--- src/rtl/edge_det_pkg.sv ---
// Shared types and constants for the edge-detect pixel address generators.
package edge_det_pkg;

    localparam int DEFAULT_DIMWIDTH = 16;
    localparam int MIN_DIM          = 3;
    localparam int FILTER_BORDER    = 2;

    typedef enum logic [2:0] {
        ST_IDLE,
        ST_LOAD,
        ST_RUN,
        ST_DONE,
        ST_ERR
    } state_t;

endpackage

--- src/rtl/raster_counter.sv ---
// Raster-order x/y position counter: x wraps at x_limit-1 and carries into y.
module raster_counter
    import edge_det_pkg::*;
#(
    parameter int WIDTH = DEFAULT_DIMWIDTH
) (
    input  logic             clk,
    input  logic             rst_n,
    input  logic             clear,
    input  logic             inc,
    input  logic [WIDTH-1:0] x_limit,
    input  logic [WIDTH-1:0] y_limit,
    output logic [WIDTH-1:0] x,
    output logic [WIDTH-1:0] y,
    output logic             last
);

    logic x_wrap;

    assign x_wrap = (x == x_limit - WIDTH'(1));
    assign last   = x_wrap && (y == y_limit - WIDTH'(1));

    // NOTE: clocked state uses non-blocking assignments so every register samples pre-edge values.
    always_ff @(posedge clk or negedge rst_n) begin
        if (!rst_n) begin
            x <= '0;
            y <= '0;
        end else if (clear) begin
            x <= '0;
            y <= '0;
        end else if (inc) begin
            if (x_wrap) begin
                x <= '0;
                y <= y + WIDTH'(1);
            end else begin
                x <= x + WIDTH'(1);
            end
        end
    end

endmodule

--- src/rtl/pixel_stream_addr_gen.sv ---
// Raster read-address and credit-gated interior write-address generator for the 3x3 filter.
// Optional stall counter output enabled by defining PIXEL_STREAM_ADDR_GEN_PERF_EN.
module pixel_stream_addr_gen
    import edge_det_pkg::*;
#(
    parameter int BUSWIDTH = 32,
    parameter int DIMWIDTH = DEFAULT_DIMWIDTH
) (
    input  logic                ahb_hclk,
    input  logic                n_rst,
    input  logic                final_enable,
    input  logic [BUSWIDTH-1:0] width,
    input  logic [BUSWIDTH-1:0] height,
    input  logic [BUSWIDTH-1:0] readStartAddress,
    input  logic [BUSWIDTH-1:0] writeStartAddress,
    output logic [BUSWIDTH-1:0] rd_addr,
    output logic                rd_valid,
    input  logic                rd_ready,
    output logic [BUSWIDTH-1:0] wr_addr,
    output logic                wr_valid,
    input  logic                wr_ready,
    output logic                busy,
    output logic                done,
    output logic                cfg_err
`ifdef PIXEL_STREAM_ADDR_GEN_PERF_EN
    ,
    output logic [31:0]         perf_stall_cnt
`endif
);

    localparam int CW = 2 * DIMWIDTH;

    state_t              state, state_next;
    logic                prev_en, kick, load, cfg_bad;
    logic [DIMWIDTH-1:0] w_dim, h_dim, wr_x_limit, wr_y_limit;
    logic [DIMWIDTH-1:0] rx, ry, wx, wy;
    logic                rd_last, wr_last, rd_fin, wr_fin, rd_end, wr_end;
    logic                rd_fire, wr_fire, credit_inc;
    logic [CW-1:0]       credit;
    logic                unused_wr_pos;

    assign kick    = final_enable && !prev_en;
    assign load    = (state == ST_LOAD);
    assign cfg_bad = ((width >> DIMWIDTH) != '0) || ((height >> DIMWIDTH) != '0)
                  || (width[DIMWIDTH-1:0] < DIMWIDTH'(MIN_DIM))
                  || (height[DIMWIDTH-1:0] < DIMWIDTH'(MIN_DIM));

    assign rd_valid = (state == ST_RUN) && !rd_fin;
    assign wr_valid = (state == ST_RUN) && !wr_fin && (credit != '0);
    assign rd_fire  = rd_valid && rd_ready;
    assign wr_fire  = wr_valid && wr_ready;

    // A read completes a 3x3 window only once it reaches the interior corner of that window.
    assign credit_inc = rd_fire && (rx >= DIMWIDTH'(FILTER_BORDER)) && (ry >= DIMWIDTH'(FILTER_BORDER));
    assign rd_end     = rd_fin || (rd_fire && rd_last);
    assign wr_end     = wr_fin || (wr_fire && wr_last);

    assign wr_x_limit    = w_dim - DIMWIDTH'(FILTER_BORDER);
    assign wr_y_limit    = h_dim - DIMWIDTH'(FILTER_BORDER);
    assign unused_wr_pos = ^{wx, wy};

    raster_counter #(.WIDTH(DIMWIDTH)) u_rd_cnt (
        .clk     (ahb_hclk),
        .rst_n   (n_rst),
        .clear   (load),
        .inc     (rd_fire),
        .x_limit (w_dim),
        .y_limit (h_dim),
        .x       (rx),
        .y       (ry),
        .last    (rd_last)
    );

    raster_counter #(.WIDTH(DIMWIDTH)) u_wr_cnt (
        .clk     (ahb_hclk),
        .rst_n   (n_rst),
        .clear   (load),
        .inc     (wr_fire),
        .x_limit (wr_x_limit),
        .y_limit (wr_y_limit),
        .x       (wx),
        .y       (wy),
        .last    (wr_last)
    );

    always_ff @(posedge ahb_hclk or negedge n_rst) begin
        if (!n_rst) begin
            state <= ST_IDLE;
        end else begin
            state <= state_next;
        end
    end

    // NOTE: every output of this block is given a default first, so no path can infer a latch.
    always_comb begin
        state_next = state;
        busy       = 1'b0;
        done       = 1'b0;
        cfg_err    = 1'b0;
        case (state)
            ST_IDLE: if (kick) state_next = ST_LOAD;
            ST_LOAD: begin
                busy       = 1'b1;
                state_next = cfg_bad ? ST_ERR : ST_RUN;
            end
            ST_RUN: begin
                busy = 1'b1;
                if (rd_end && wr_end) state_next = ST_DONE;
            end
            ST_DONE: begin
                done       = 1'b1;
                state_next = ST_IDLE;
            end
            ST_ERR: begin
                cfg_err = 1'b1;
                if (kick) state_next = ST_LOAD;
            end
            default: state_next = ST_IDLE;
        endcase
    end

    always_ff @(posedge ahb_hclk or negedge n_rst) begin
        if (!n_rst) begin
            prev_en <= 1'b0;
            rd_addr <= '0;
            wr_addr <= '0;
            w_dim   <= '0;
            h_dim   <= '0;
            credit  <= '0;
            rd_fin  <= 1'b0;
            wr_fin  <= 1'b0;
        end else begin
            prev_en <= final_enable;
            if (load) begin
                rd_addr <= readStartAddress;
                wr_addr <= writeStartAddress;
                w_dim   <= width[DIMWIDTH-1:0];
                h_dim   <= height[DIMWIDTH-1:0];
                credit  <= '0;
                rd_fin  <= 1'b0;
                wr_fin  <= 1'b0;
            end else begin
                if (rd_fire) begin
                    rd_addr <= rd_addr + BUSWIDTH'(1);
                    if (rd_last) rd_fin <= 1'b1;
                end
                if (wr_fire) begin
                    wr_addr <= wr_addr + BUSWIDTH'(1);
                    if (wr_last) wr_fin <= 1'b1;
                end
                case ({credit_inc, wr_fire})
                    2'b10:   credit <= credit + CW'(1);
                    2'b01:   credit <= credit - CW'(1);
                    default: credit <= credit;
                endcase
            end
        end
    end

`ifdef PIXEL_STREAM_ADDR_GEN_PERF_EN
    logic stall;

    assign stall = (state == ST_RUN) && ((rd_valid && !rd_ready) || (wr_valid && !wr_ready));

    always_ff @(posedge ahb_hclk or negedge n_rst) begin
        if (!n_rst) begin
            perf_stall_cnt <= '0;
        end else if (load) begin
            perf_stall_cnt <= '0;
        end else if (stall && (perf_stall_cnt != '1)) begin
            perf_stall_cnt <= perf_stall_cnt + 32'd1;
        end
    end
`endif

endmodule

--- config.mk ---
export PLATFORM = sky130hd
export DESIGN_NAME = pixel_stream_addr_gen
export DESIGN_NICKNAME = d
export VERILOG_FILES = /design/src/rtl/edge_det_pkg.sv /design/src/rtl/raster_counter.sv /design/src/rtl/pixel_stream_addr_gen.sv
export SDC_FILE = /design/constraint.sdc
export NUM_CORES = 1
export LEC_CHECK = 0
export BUFFER_PORTS_ARGS = -buffer_cell sky130_fd_sc_hd__buf_4
export CAP_MARGIN = 0
export CORE_AREA = 2 2 162 164
export DETAILED_ROUTE_END_ITERATION = 10
export DIE_AREA = 0 0 164 166
export GPL_TIMING_DRIVEN = 0
export PLACE_DENSITY = 0.8
export SLEW_MARGIN = 20
export SYNTH_ARGS = -nofsm -noshare
export SYNTH_HDL_FRONTEND = slang
export SYNTH_SLANG_ARGS = --single-unit
--- constraint.sdc ---
create_clock -name ahb_hclk -period 5.3 [get_ports ahb_hclk]
set_input_delay 0.265 -clock ahb_hclk [delete_from_list [all_inputs] [get_ports ahb_hclk]]
set_output_delay 0.265 -clock ahb_hclk [all_outputs]
set_load 0.02 [all_outputs]
==> impl_metrics.tcl <==
set metrics [dict create \
    status "finished, final reports clean" \
    ys.flop_type "dfrtp_1" \
    fin_nets 1993 \
    intPower_w 0.00291 \
    drcViolationCount 0 \
    yosys-top-cells-area "dfrtp_1, nand2_1, xor2_1" \
    peakVddDrop_v 0.000203 \
    critPathSlowestCell "or3b_2" \
    clock_latency_ns 0.45 \
    antenna_found_initial 0 \
    port_buffers 201 \
    antenna_left 0 \
    p_sw_w 0.00173 \
    ys_seq_elements 198 \
    r2r_setup_slack_ns 0.33 \
    start_kind "register" \
    cts_made_buffers 17 \
    p_leak_nw 6.89 \
    slew_headroom 0.278 \
    cp_max_fo 17 \
    cp.depth 14 \
    wl_um 40600 \
    min_path_cells 3 \
    io_pins 202 \
    num_vias 13256 \
    yosysTopAreaCellShare 0.371 \
    utilization 0.623 \
    rsz0062_at_grt "no" \
    htree_levels 4 \
    drt-initial-drc-count 1147 \
    tightest_slew_ns 1.07 \
    cts_num_sinks 198 \
    seq_power_share 0.412 \
    hpwl_um 30200 \
    cts_root_buf "clkbuf_16" \
    min_path_type "in2reg" \
    grt_usage 0.298 \
    yosysTopAreaCell "dfrtp_1" \
    path_buf_inv 1 \
    cts.clk_slew.worst_paths_ns 0.09 \
    routedWlPerCell_um 18.8 \
    fin_skew_ns 0.0187 \
    layout.cells.non_filler 2165 \
    power_frac_comb 0.305 \
    finalHoldViolations 0 \
    die-area_um2 27200 \
    cts_tree "done" \
    endpoint "credit[31]" \
    dieWidth_um 164 \
    synth.top_cells.by_count "nand2_1, dfrtp_1, o21ai_0" \
    yosysSeqAreaShare 0.371 \
    maxCapViolations 0 \
    setup_viol_count_final 0 \
    grt_overflow 0 \
    final_area_um2 16000 \
    initial_core_util 0.521 \
    period_needed_ns 4.97 \
    drt_pass1_iterations 8 \
    max_freq_mhz 201 \
    synth.avg_cell_area_um2 8.38 \
    gp_congestion 0.925 \
    r2r-start "state[1]" \
    critPathCaptureType "register" \
    first_global_vias 13142 \
    worstSetupPathType "reg2reg" \
    reg2reg_depth 14 \
    critical_path.startpoint "state[1]" \
    via_per_inst 6.12 \
    powerDensity_nw_per_um2 291 \
    synthesis.nets 1769 \
    postPlaceCellArea_um2 15300 \
    core_um2 25600 \
    synth_area_um2 13400 \
    cts_buffer_depth 2 \
    grt_pass1_wl_um 65400 \
    synthArstFlopShare 1.00 \
    grt_max_degree 80 \
    num_rows 59 \
    pwr-share-clk 0.284 \
    swShare 0.374 \
    cts_setup_buffers 0 \
    placed_cells 2131 \
    synth_cells 1593 \
    post-synth-top-count-cell "nand2_1" \
    area_delta_synth_final_pct 19.5 \
    critPathTopFamily "compound AO/OA/AOI/OAI gates" \
    worstPathRequired_ns 5.62 \
    ys.warnings.count 0 \
    r2r-end "credit[31]" \
    n_antenna_cell 0 \
    crit_chain "clkbuf_1, or3b_2, nor2_1, o211a_4, and2_4, ha_1, o211ai_1, o21ai_0, o2111ai_1, a21oi_1, o21bai_1, a211oi_1, o41a_1, mux4_2" \
    fp.dieH_um 166 \
    synth_cell_types 70 \
    maxSlewViolCount 0 \
    fin_setup_tns_ns 0 \
    setup_slack_ns 0.326 \
    synth_edf_count 0 \
    final_layout_size_suffix_gt1_frac 0.143 \
    fin_crit_sh 0.938 \
    dp_slack_ns -0.365 \
    crit_arrival_ns 5.29 \
    critPathMaxStageDelay_ns 0.52 \
    min_from "writeStartAddress[27]" \
]
==> area by class of cell <==
type	instances	area, µm²
multi-input cells	1288	8000
flip-flops and latches	198	4950
plain buffers	82	312
fillers	2223	9660
inverters	25	93.8
clock buffers	17	425
repair buffers	205	1590
clock inverters	15	153
well taps	335	419
==> metal layers <==
| metal | GRT usage | up-vias | part of all wire |
|---|---|---|---|
| met2 | 0.484 | 551 | 0.47 |
| met5 | 0 | - | 0 |
| met1 | 0.371 | 6392 | 0.41 |
| met4 | 0.124 | 0 | 0.036 |
| met3 | 0.0872 | 102 | 0.092 |
| li1 | - | 6211 | - |
==> repair_timing <==
item                       CTS  global route
hold buffers                 2             0
gates resized for setup      1             2
setup endpoints to repair    5             2
pin swaps                    1             1
hold endpoints to repair    62             0
gates cloned                 0             1
==> cells by family after synthesis <==
group / count (synthesis) / share of synthesized area
and+or+nand+nor: 712 / 0.268
xor gates and xnor gates: 173 / 0.113
muxes: 6 / 0.00562
DFF: 198 / 0.371
AOI/OAI and AO/OA: 353 / 0.170
buffers and inverters: 108 / 0.0306
adders and majority gates: 43 / 0.0409
==> worst reg2reg max path, stage by stage (launching register included) <==
cell	delay, ns
dfrtp_1	0.33
clkbuf_1	0.27
or3b_2	0.53
nor2_1	0.40
o211a_4	0.36
and2_4	0.33
ha_1	0.30
o211ai_1	0.11
o21ai_0	0.38
o2111ai_1	0.29
a21oi_1	0.26
o21bai_1	0.15
a211oi_1	0.43
o41a_1	0.20
mux4_2	0.50
==> through the flow <==
stage / hold slack (ns) / power (W)
detailed placement: 0.232 / 0.00333
global placement: 0.388 / 0.00328
finish: 0.0126 / 0.00464
global route: 0.0173 / 0.00487
CTS: 0.00568 / 0.00464
floorplan: -0.0306 / 0.00276
==> placed cells by master, fill, tap and decap left out, types with 44 or more instances in the layout <==
cell type | synthesis | layout
xor2_1 | 87 | 87
clkbuf_1 | 72 | 71
a21oi_1 | 44 | 44
xnor2_1 | 86 | 86
o21ai_0 | 147 | 147
nor2_1 | 84 | 84
dfrtp_1 | 198 | 198
nand2_1 | 250 | 250
nor4_1 | 49 | 49
nor3_1 | 46 | 46
buf_4 | 0 | 200
nand3_1 | 80 | 80
==> registers in the layout, summed over array words and instances, names as in the netlist, 3 cells and up <==
register    count
credit         32
u_rd_cnt.x     16
h_dim          16
u_rd_cnt.y     16
u_wr_cnt.y     16
w_dim          16
wr_addr        32
rd_addr        32
state           3
u_wr_cnt.x     16
==> how the worst min path moves through the flow <==
stage / endpoint / slack, ns
finish: wr_addr[27] / 0.01
detailed placement: w_dim[3] / 0.23
global route: wr_addr[27] / 0.02
global placement: prev_en / 0.39
floorplan: credit[0] / -0.03
CTS: wr_addr[27] / 0.006
==> power groups by stage <==
stage	sequential (W)	combinational, W	clock (W)
2_1_floorplan	0.00203	0.000734	0
3_3_place_gp	0.00193	0.00136	0
3_5_place_dp	0.00193	0.00140	0
4_1_cts	0.00191	0.00141	0.00132
5_1_grt	0.00194	0.00155	0.00138
6_report	0.00191	0.00141	0.00132
Note: power is estimated with default switching activity, not from simulation.
